==> config.mk <==
export PLATFORM = sky130hd
export DESIGN_NAME = axi4_lite_master
export DESIGN_NICKNAME = d
export VERILOG_FILES = /design/src/rtl/axi4_lite_pkg.sv /design/src/rtl/axi4_lite_master.sv
export SDC_FILE = /design/constraint.sdc
export NUM_CORES = 1
export LEC_CHECK = 0
export ABC_CLOCK_PERIOD_IN_PS = 3700
export BUFFER_PORTS_ARGS = -buffer_cell sky130_fd_sc_hd__clkbuf_2
export CORE_MARGIN = 5
export CORE_UTILIZATION = 40
export DETAILED_ROUTE_END_ITERATION = 12
export HOLD_SLACK_MARGIN = 0.03
export PLACE_DENSITY = 0.87
export SYNTH_ARGS = -nofsm -noshare
export SYNTH_HDL_FRONTEND = slang
export SYNTH_SLANG_ARGS = --single-unit
==> constraint.sdc <==
create_clock -name clk -period 3.7 [get_ports clk]
set_clock_uncertainty 0.05 [all_clocks]
set_input_delay 0.925 -clock clk [delete_from_list [all_inputs] [get_ports clk]]
set_output_delay 0.925 -clock clk [all_outputs]
set_load 0.05 [all_outputs]
==> src/rtl/axi4_lite_pkg.sv <==
// Shared types and default widths for the AXI4-Lite single-outstanding master.
package axi4_lite_pkg;

  localparam int DEF_ADDR_WIDTH = 32;
  localparam int DEF_DATA_WIDTH = 32;

  typedef enum logic [2:0] {
    IDLE,
    WRITE,
    WRESP,
    READ,
    RDATA,
    RESP
  } state_t;

  typedef enum logic [1:0] {
    OKAY   = 2'b00,
    SLVERR = 2'b10
  } resp_t;

endpackage

==> src/rtl/axi4_lite_master.sv <==
// AXI4-Lite master bridging a simple cmd/rsp handshake to one outstanding AXI transaction.
// Optional watchdog enabled by defining AXIL_MASTER_TIMEOUT_EN (limit set by TIMEOUT_CYCLES).
module axi4_lite_master
  import axi4_lite_pkg::*;
#(
  parameter int ADDR_WIDTH = DEF_ADDR_WIDTH,
  parameter int DATA_WIDTH = DEF_DATA_WIDTH
`ifdef AXIL_MASTER_TIMEOUT_EN
  ,
  parameter int TIMEOUT_CYCLES = 256
`endif
) (
  input  logic                  clk,
  input  logic                  reset,
  // command / response side
  input  logic                  cmd_valid,
  output logic                  cmd_ready,
  input  logic                  cmd_write,
  input  logic [ADDR_WIDTH-1:0] cmd_addr,
  input  logic [DATA_WIDTH-1:0] cmd_wdata,
  output logic                  rsp_valid,
  input  logic                  rsp_ready,
  output logic [DATA_WIDTH-1:0] rsp_rdata,
  output logic [1:0]            rsp_resp,
  output logic                  rsp_write,
  // AXI4-Lite master
  output logic [ADDR_WIDTH-1:0] AWADDR,
  output logic                  AWVALID,
  input  logic                  AWREADY,
  output logic [DATA_WIDTH-1:0] WDATA,
  output logic                  WVALID,
  input  logic                  WREADY,
  input  logic [1:0]            BRESP,
  input  logic                  BVALID,
  output logic                  BREADY,
  output logic [ADDR_WIDTH-1:0] ARADDR,
  output logic                  ARVALID,
  input  logic                  ARREADY,
  input  logic [DATA_WIDTH-1:0] RDATA,
  input  logic [1:0]            RRESP,
  input  logic                  RVALID,
  output logic                  RREADY
);

  state_t                  state, state_nx;
  logic [ADDR_WIDTH-1:0]   addr_q;
  logic [DATA_WIDTH-1:0]   wdata_q;
  logic                    write_q;
  logic                    aw_done, w_done;
  logic                    cmd_accept;
  logic                    aw_hs, w_hs, b_hs, ar_hs, r_hs;
  logic                    timeout_hit;

  // The RDATA port shadows the imported state literal, so that state is always package-qualified.
  assign BREADY     = (state == WRESP);
  assign RREADY     = (state == axi4_lite_pkg::RDATA);
  assign rsp_valid  = (state == RESP);
  assign cmd_ready  = (state == IDLE) && !reset;
  assign cmd_accept = cmd_valid && (state == IDLE);

  assign aw_hs = AWVALID && AWREADY;
  assign w_hs  = WVALID  && WREADY;
  assign b_hs  = BVALID  && BREADY;
  assign ar_hs = ARVALID && ARREADY;
  assign r_hs  = RVALID  && RREADY;

  assign AWADDR    = addr_q;
  assign ARADDR    = addr_q;
  assign WDATA     = wdata_q;
  assign rsp_write = write_q;

  always_ff @(posedge clk or posedge reset) begin
    if (reset) state <= IDLE;
    else       state <= state_nx;
  end

  always_comb begin
    // NOTE: every always_comb output gets a default first so no path can infer a latch.
    state_nx = state;
    unique case (state)
      IDLE:  if (cmd_accept) state_nx = cmd_write ? WRITE : READ;
      WRITE: if ((aw_done || aw_hs) && (w_done || w_hs)) state_nx = WRESP;
      WRESP: if (b_hs) state_nx = RESP;
      READ:  if (ar_hs) state_nx = axi4_lite_pkg::RDATA;
      axi4_lite_pkg::RDATA: if (r_hs) state_nx = RESP;
      RESP:  if (rsp_ready) state_nx = IDLE;
      default: state_nx = IDLE;
    endcase
    if (timeout_hit) state_nx = RESP;
  end

  // NOTE: sequential state uses non-blocking assignments so every register samples pre-edge values.
  always_ff @(posedge clk or posedge reset) begin
    if (reset) begin
      addr_q    <= '0;
      wdata_q   <= '0;
      write_q   <= 1'b0;
      AWVALID   <= 1'b0;
      WVALID    <= 1'b0;
      ARVALID   <= 1'b0;
      aw_done   <= 1'b0;
      w_done    <= 1'b0;
      rsp_rdata <= '0;
      rsp_resp  <= OKAY;
    end else begin
      if (cmd_accept) begin
        addr_q  <= cmd_addr;
        wdata_q <= cmd_wdata;
        write_q <= cmd_write;
        aw_done <= 1'b0;
        w_done  <= 1'b0;
      end

      // First WRITE cycle launches both channels; afterwards each drops on its own handshake.
      if (state == WRITE) begin
        if (!AWVALID && !WVALID && !aw_done && !w_done) begin
          AWVALID <= 1'b1;
          WVALID  <= 1'b1;
        end else begin
          if (aw_hs) begin
            AWVALID <= 1'b0;
            aw_done <= 1'b1;
          end
          if (w_hs) begin
            WVALID <= 1'b0;
            w_done <= 1'b1;
          end
        end
      end

      if (state == READ) begin
        if (!ARVALID)   ARVALID <= 1'b1;
        else if (ar_hs) ARVALID <= 1'b0;
      end

      if (b_hs) begin
        rsp_resp  <= BRESP;
        rsp_rdata <= '0;
      end
      if (r_hs) begin
        rsp_resp  <= RRESP;
        rsp_rdata <= RDATA;
      end

      // Abandoning a stalled transfer overrides everything above.
      if (timeout_hit) begin
        AWVALID   <= 1'b0;
        WVALID    <= 1'b0;
        ARVALID   <= 1'b0;
        rsp_resp  <= SLVERR;
        rsp_rdata <= '0;
      end
    end
  end

`ifdef AXIL_MASTER_TIMEOUT_EN
  localparam int TW = (TIMEOUT_CYCLES > 1) ? $clog2(TIMEOUT_CYCLES) : 1;

  logic [TW-1:0] tmo_cnt;
  logic          tmo_active;
  logic          any_hs;

  assign tmo_active  = state inside {WRITE, WRESP, READ, axi4_lite_pkg::RDATA};
  assign any_hs      = aw_hs || w_hs || b_hs || ar_hs || r_hs;
  assign timeout_hit = tmo_active && !any_hs && (tmo_cnt == TW'(TIMEOUT_CYCLES - 1));

  // Counts idle cycles between AXI handshakes; any handshake shows the slave is alive.
  always_ff @(posedge clk or posedge reset) begin
    if (reset)                     tmo_cnt <= '0;
    else if (!tmo_active || any_hs) tmo_cnt <= '0;
    else                           tmo_cnt <= tmo_cnt + TW'(1);
  end
`else
  assign timeout_hit = 1'b0;
`endif

endmodule

==> results of run 1 <==
-- critical path, stage by stage (launching register included) --
cell	delay (ns)
dfrtp_1	0.59
nor4_1	0.34
clkbuf_2	0.32
-- how the worst max path moves through the flow --
stage	slack [ns]	from	cells after the start	end
after floorplan	0.35	reset	1	cmd_ready
after global placement	1.20	reset	3	cmd_ready
after detailed placement	1.19	reset	3	cmd_ready
after CTS	1.11	state[0]$_DFFE_PP0P_	2	cmd_ready
after global routing	1.0	state[0]$_DFFE_PP0P_	2	cmd_ready
final	1.14	state[0]$_DFFE_PP0P_	2	cmd_ready
-- layout make-up --
class,instances,area (sq um)
Timing Repair Buffer,253,1290
Fill cell,991,5070
Clock buffer,13,260
Inverter,4,18.8
Tap cell,140,175
Multi-Input combinational cell,278,1390
Sequential cell,107,2680
Clock inverter,3,46.3
-- sequential cells by signal, indices dropped and copies added, names as in the netlist --
| name | flops |
|---|---|
| ARADDR | 32 |
| ARVALID | 1 |
| AWVALID | 1 |
| WDATA | 32 |
| WVALID | 1 |
| aw_done | 1 |
| rsp_rdata | 32 |
| rsp_resp | 2 |
| rsp_write | 1 |
| state | 3 |
| w_done | 1 |
-- cell families (layout without fill, tap and decap cells) --
kind of cell,count (synthesis),count (layout),synth area share (%)
DFF,107,107,59.3
muxes,3,3,0.666
buffers and inverters,61,273,9.93
and+or+nand+nor,224,224,20.2
AOI/OAI and AO/OA,51,51,9.82
-- synthesized netlist by cell type (2+ instances only) --
cell type | n | area [sq um]
clkbuf_1 | 5 | 18.8
mux2i_1 | 3 | 30.0
nor4_1 | 2 | 12.5
nor2_1 | 3 | 11.3
buf_6 | 9 | 101
inv_1 | 3 | 11.3
a22o_1 | 32 | 280
buf_4 | 39 | 293
a21oi_1 | 5 | 25.0
nand2_1 | 205 | 769
a32o_1 | 2 | 20.0
buf_2 | 4 | 20.0
nor3b_2 | 2 | 25.0
a31oi_1 | 2 | 12.5
and2_1 | 3 | 18.8
dfrtp_1 | 107 | 2680
o21ai_1 | 2 | 10.0
nand2b_1 | 2 | 12.5
-- through the flow --
step | area [sq um] | setup WS, ns | instances | hold WS [ns]
after detailed placement | 5560 | 1.19 | 782 | 0.411
final | 5860 | 1.14 | 798 | 0.423
after floorplan | 4520 | 0.351 | 446 | 0.438
after global routing | 5860 | 1.00 | 798 | 0.451
after CTS | 5860 | 1.11 | 798 | 0.429
after global placement | 5560 | 1.20 | 782 | 0.407
-- metal layers --
metal  vias up  GRT usage (%)  wire (um)
met4         0           5.88        223
met3        19           4.35        847
met2       150           28.7       5570
met1      1642           20.2       4640
met5         -              0          0
li1       1821              -          -
==> metrics.csv, run 1 <==
metric;value;unit
status;finished clean;
clock root buffer;clkbuf_16;
effective utilization at floorplan;41.3;%
utilization of the core after routing;53.6;%
Setup Crit Path Kind;reg2out;
initial antenna violation count;0;
slack of the worst reg-to-reg path;1.46;ns
CTS Buf Count;9;
ANT nets after route;0;
drt initial violations;133;
layout overhead on the synthesized area;29.9;%
hold path endpoint;WDATA[14]$_DFFE_PP0P_;
Arr. time, crit path;1.59;ns
most used cells in the layout excluding fill and tap cells;clkbuf_2 (247), nand2_1 (204), dfrtp_1 (107);
count of inserted antenna diode cells;0;
post-synthesis net count;556;
H-Tree Depth;3;
Achievable Freq;390;MHz
core footprint;10900;sq um
WP data required;2.72;ns
RSZ-0062 raised after global routing;false;
main flop type after synthesis;dfrtp_1;
Setup TNS;0;ns
Worst-path clk slew;0.07;ns
buffers inserted during post-CTS setup optimization;0;
post-synthesis instance total;446;
number of design rule violations left after detail routing;0;
clock sink count;107;
cell area after synthesis;4510;sq um
Fin. Hold Viols;0;
number of global-route vias before repair;3632;
count of final max-slew check failures;0;
worst hold path class;reg2reg;
proportion of synthesized flip-flops having asynchronous set or reset;100;%
portion of the post-synthesis area used by sequential elements;59.3;%
most frequent standard cell in the layout excluding fill and tap cells;clkbuf_2;
number of register bits inferred by synthesis;107;
average wire length per cell after detail routing;14.1;um
maximum number of pins on one net before global-route repair;66;
global-route wire length before repair;17800;um
total number of vias;3632;
area of the die;13500;sq um
number of maximum-capacitance violations;0;
kind of launch point of the worst setup path;flop;
Max transition margin;61.3;%
Setup Viol. Count Final;0;
highest net fanout along the worst path;17;
mean area per synthesized cell;10.1;sq um
worst reg2reg path depth;5;
die extent in y;116;um
slew at the pin with the worst max-slew slack;0.580;ns
capturing element type of the critical path;output pin;
Vias/cell;4.55;
destination of the worst register-to-register timing path;WDATA[19]$_DFFE_PP0P_;
hold_sp;WDATA[14]$_DFFE_PP0P_;
count of cells along the worst hold path;2;
TritonCTS clock tree;done;
Die W;116;um
Final Cycle Share;69.3;%
standard-cell row count;38;
count of distinct cell types in the synthesized netlist;34;
Total Routing Usage GR;16.6;%
CTS hold repair buffers;0;
Post-CTS Resized;0;
Nets;763;
DPL Wire Length;8630;um
detailed-router iteration count before antenna repair;4;
total gr overflow;0;
number of warning messages in the yosys log;0;
count of buffers from port buffering;247;
layout cells sized above 1;42.7;%
RD Place Congestion;0.769;
minimum period implied by the final worst setup slack;2.56;ns
Max clock buf depth;2;
number of flops mapped to enable cells by yosys;0;
number of top-level design ports;248;
critical register-to-register path startpoint;state[0]$_DFFE_PP0P_;
wire length after detailed routing;11300;um
clock latency on the worst-skew pair;0.33;ns
Power of run 1 is left out: the tool's default activity adds up to more than one toggle a clock period on the data nets, which glitch-free logic cannot reach.
==> inputs of run 2 (changes only) <==
Settings changed: ABC_AREA set to 1, ABC_CLOCK_PERIOD_IN_PS 3700 to 2600, CORE_UTILIZATION 40 to 45, PLACE_DENSITY 0.87 to 0.91.
Clock period 3.7 ns to 2.6 ns, I/O delays scaled along.
==> metrics.csv, run 2 <==
metric;value;unit
portion of the post-synthesis area used by sequential elements;58.3;%
detailed-router iteration count before antenna repair;4;
core footprint;9860;sq um
count of distinct cell types in the synthesized netlist;21;
Achievable Freq;443;MHz
Setup TNS;0;ns
capturing element type of the critical path;output pin;
met3 track demand over resource in global routing;5.79;%
arithmetic-cell share of the synthesized area counting full adders, half adders and majority gates;0;%
slew at the pin with the worst max-slew slack;0.646;ns
proportion of synthesized flip-flops having asynchronous set or reset;100;%
xor and xnor area share after synthesis;0;%
Worst-path clk slew;0.10;ns
slack of the worst reg-to-reg path;0.91;ns
RSZ-0062 raised after global routing;false;
Setup Crit Path Kind;reg2out;
Max transition margin;56.9;%
worst path buffer plus inverter count;1;
share of Yosys cell area claimed by the top area cell type;58.3;%
layout cells sized above 1;38.2;%
cell with the largest stage delay on the worst path;dfrtp_1;
average wire length per cell after detail routing;13.9;um
total gr overflow;0;
number of register bits inferred by synthesis;107;
Placed Instance Area;5690;sq um
count of final max-slew check failures;0;
met2 usage;32.5;%
Max clock buf depth;2;
most common cell in the netlist;nand2_1;
post-synthesis net count;642;
global-route wire length before repair;19700;um
Arr. time, crit path;1.56;ns
drt initial violations;265;
Final Cycle Share;86.9;%
clock latency on the worst-skew pair;0.35;ns
CTS hold repair buffers;0;
clock root buffer;clkbuf_8;
effective utilization at floorplan;46.6;%
ANT nets after route;0;
die extent in y;111;um
main combinational cell family by area after synthesis;simple AND/OR/NAND/NOR gates;
status;finished clean;
Post-CTS Resized;0;
critical register-to-register path startpoint;state[2]$_DFFE_PP0P_;
number of top-level design ports;248;
TritonCTS clock tree;done;
area share of and/or/nand/nor cells after synthesis;23.8;%
minimum period implied by the final worst setup slack;2.26;ns
standard-cell row count;36;
clock sink count;107;
DPL Wire Length;9360;um
number of flops mapped to enable cells by yosys;0;
main flop type after synthesis;dfrtp_1;
most utilized layer in the global route result;met2;
H-Tree Depth;3;
total number of vias;4160;
biggest area contributors in the synthesized netlist;dfrtp_1 (58%), nand2_1 (21%), o21ai_0 (6.5%);
initial antenna violation count;0;
area leader, netlist;dfrtp_1;
destination of the worst register-to-register timing path;state[1]$_DFFE_PP0P_;
kind of launch point of the worst setup path;flop;
Nets;848;
maximum number of pins on one net before global-route repair;47;
highest net fanout along the worst path;11;
Setup Viol. Count Final;0;
layout overhead on the synthesized area;28.5;%
count of inserted antenna diode cells;0;
number of design rule violations left after detail routing;0;
WP data required;1.90;ns
RD Place Congestion;0.873;
ordered list of cells on the worst path;nor2_4 -> nand2_2 -> nor2_1 -> clkbuf_2;
area fraction in compound gates after synthesis;8.12;%
cell area after layout;5900;sq um
area of the die;12300;sq um
cell area after synthesis;4590;sq um
fraction of met1 tracks used by global routing;24.2;%
post-synthesis instance total;532;
origin of the worst setup path;state[2]$_DFFE_PP0P_;
Total Routing Usage GR;19.4;%
count of buffers from port buffering;247;
buffers inserted during post-CTS setup optimization;0;
mean area per synthesized cell;8.63;sq um
worst hold path class;in2async;
Post-synth top cells;nand2_1 (253), dfrtp_1 (107), o21ai_0 (60);
Fin. Hold Viols;0;
fill cell total of the finished layout;890;
post-synthesis mux area share;0;%
most frequent standard cell in the layout excluding fill and tap cells;nand2_1;
worst reg2reg path depth;6;
number of global-route vias before repair;3995;
most used cells in the layout excluding fill and tap cells;nand2_1 (253), clkbuf_2 (247), dfrtp_1 (107);
family with the most delay on the worst path;flip-flops;
number of maximum-capacitance violations;0;
wire length after detailed routing;12200;um
number of warning messages in the yosys log;0;
Die W;111;um
Vias/cell;4.75;
critical path's largest stage delay;0.53;ns
CTS Buf Count;9;
==> run 2: layer usage <==
layer,vias up,wire [um]
li1,2042,-
met1,1896,4920
met2,199,5960
met3,23,1060
met4,0,278
met5,-,0
==> run 2: layout make-up <==
cell class | instances | area (sq um) | area share [%]
Tap cell | 133 | 166 | 2.82
Multi-Input combinational cell | 352 | 1470 | 24.9
Clock buffer | 10 | 138 | 2.33
Timing Repair Buffer | 256 | 1330 | 22.5
Sequential cell | 107 | 2680 | 45.4
Clock inverter | 6 | 72.6 | 1.23
Inverter | 12 | 48.8 | 0.827
==> run 2: how the worst max path moves through the flow <==
stage                     end  slack, ns  cells after the start
floorplan           cmd_ready       0.37                      5
global placement    cmd_ready       0.73                      4
detailed placement  cmd_ready       0.72                      4
CTS                 cmd_ready       0.32                      4
global route        cmd_ready       0.19                      4
finish              cmd_ready       0.34                      4
==> run 2: cells by family (layout without fill, tap and decap cells) <==
group | Yosys count | in the layout
AO/OA/AOI/OAI | 74 | 74
buffers and inverters | 73 | 284
flip-flops | 107 | 107
AND/OR/NAND/NOR | 278 | 278
==> run 2: metrics by stage <==
stage          util (%)  std cells  hold slack [ns]  worst slack [ns]
5_1_grt            59.8        876            0.359             0.192
3_5_place_dp       57.7        860            0.408             0.720
4_1_cts            59.8        876            0.329             0.318
2_1_floorplan         -        532            0.451             0.370
3_3_place_gp       57.7        860            0.404             0.735
6_report           59.8        876            0.323             0.341
Power of run 2 is left out for the same reason.
==> inputs of run 3 (changes only) <==
Settings changed: ABC_CLOCK_PERIOD_IN_PS 2600 to 2100.
Clock period 2.6 ns to 2.1 ns, I/O delays scaled along.
==> metrics.csv, run 3 (same netlist as run 2, synthesis figures left out) <==
metric;value;unit
area of the die;12300;sq um
RD Place Congestion;0.900;
family with the most delay on the worst path;buffers and inverters;
maximum number of pins on one net before global-route repair;104;
Max transition margin;62.9;%
worst reg2reg path depth;8;
total gr overflow;0;
ordered list of cells on the worst path;dlygate4sd3_1 -> clkbuf_2 -> nor2_4 -> buf_12;
count of cells along the worst hold path;3;
layout overhead on the synthesized area;28.7;%
status;finished clean;
minimum period implied by the final worst setup slack;2.07;ns
WHS;0.315;ns
CTS Buf Count;9;
clock root buffer;clkbuf_8;
Fin. Hold Viols;0;
Vias/cell;4.78;
Arr. time, crit path;1.49;ns
Worst-path clk slew;0.11;ns
clock latency on the worst-skew pair;0.35;ns
critical path's largest stage delay;0.54;ns
effective utilization at floorplan;46.6;%
total number of vias;4190;
kind of launch point of the worst setup path;input port;
hold_sp;cmd_addr[11];
RSZ-0062 raised after global routing;true;
layout cells sized above 1;38.3;%
Setup Viol. Count Final;0;
Total Routing Usage GR;20.0;%
wire length after detailed routing;12700;um
Setup Crit Path Kind;in2out;
Final Cycle Share;98.4;%
count of buffers from port buffering;247;
initial antenna violation count;0;
number of global-route vias before repair;4103;
hold path endpoint;ARADDR[11]$_DFFE_PP0P_;
Achievable Freq;484;MHz
most frequent standard cell in the layout excluding fill and tap cells;nand2_1;
slew at the pin with the worst max-slew slack;0.556;ns
number of top-level design ports;248;
Nets;849;
core footprint;9860;sq um
standard-cell row count;36;
average wire length per cell after detail routing;14.4;um
DPL Wire Length;9420;um
TritonCTS clock tree;done;
H-Tree Depth;3;
number of design rule violations left after detail routing;0;
destination of the worst register-to-register timing path;rsp_rdata[5]$_DFFE_PP0P_;
WP data required;1.52;ns
clock sink count;107;
count of final max-slew check failures;0;
global-route wire length before repair;20400;um
worst hold path class;in2reg;
count of inserted antenna diode cells;0;
worst path buffer plus inverter count;3;
cell with the largest stage delay on the worst path;dlygate4sd3_1;
slack of the worst reg-to-reg path;0.40;ns
Die W;111;um
die extent in y;111;um
buffers inserted during post-CTS setup optimization;0;
highest net fanout along the worst path;2;
Max clock buf depth;2;
drt initial violations;247;
most used cells in the layout excluding fill and tap cells;nand2_1 (253), clkbuf_2 (243), dfrtp_1 (105);
capturing element type of the critical path;output pin;
critical register-to-register path startpoint;state[2]$_DFFE_PP0P_;
ANT nets after route;0;
detailed-router iteration count before antenna repair;4;
number of maximum-capacitance violations;0;
-- run 3: cell type report --
| cell class | instances | area [sq um] |
|---|---|---|
| multi-input cells | 352 | 1490 |
| clock inverters | 5 | 37.5 |
| clock buffers | 11 | 131 |
| inverters | 12 | 48.8 |
| repair buffers | 257 | 1360 |
| fillers | 862 | 3950 |
| well taps | 133 | 166 |
| flip-flops and latches | 107 | 2680 |
-- run 3: worst max path at each step --
| stage | startpoint | to | cells after the start |
|---|---|---|---|
| 6_report | reset | cmd_ready | 4 |
| 5_1_grt | state[1]$_DFFE_PP0P_ | BREADY | 3 |
| 4_1_cts | state[0]$_DFFE_PP0P_ | cmd_ready | 4 |
| 3_5_place_dp | state[0]$_DFFE_PP0P_ | BREADY | 2 |
| 3_3_place_gp | state[0]$_DFFE_PP0P_ | BREADY | 2 |
| 2_1_floorplan | state[2]$_DFFE_PP0P_ | rsp_rdata[0]$_DFFE_PP0P_ | 8 |
-- run 3: metrics by stage --
stage,cell area (sq um),utilization [%],TNS [ns],setup WS [ns],std cells
after floorplan,4600,-,0,0.137,532
after global placement,5710,57.9,0,0.410,860
after detailed placement,5710,57.9,0,0.328,860
after CTS,5900,59.8,0,0.00130,877
after global routing,5910,59.9,-0.0122,-0.0108,877
final,5910,59.9,0,0.0339,877
-- run 3: what timing repair did --
item / 4_1_cts / 5_1_grt
setup endpoints to repair: 1 / 4
pin swaps: 0 / 0
resized for setup: 2 / 7
hold buffers: 1 / 0
cloned: 0 / 0
hold endpoints to repair: 4 / 0
-- run 3: routing by layer --
layer  share of wire, %  track usage [%]  vias up
met5                  0                0        -
met1                 40             24.4     1947
met3                7.9             5.95       14
met2                 51             35.3      179
met4                1.2             4.30        0
li1                   -                -     2050
-- run 3: tightest hold or removal path: cells and delay by family --
kind	cells	cell delay, ns
AND/OR/NAND/NOR	2	0.09
buffers and inverters	1	0.07
Power of run 3 is left out for the same reason.
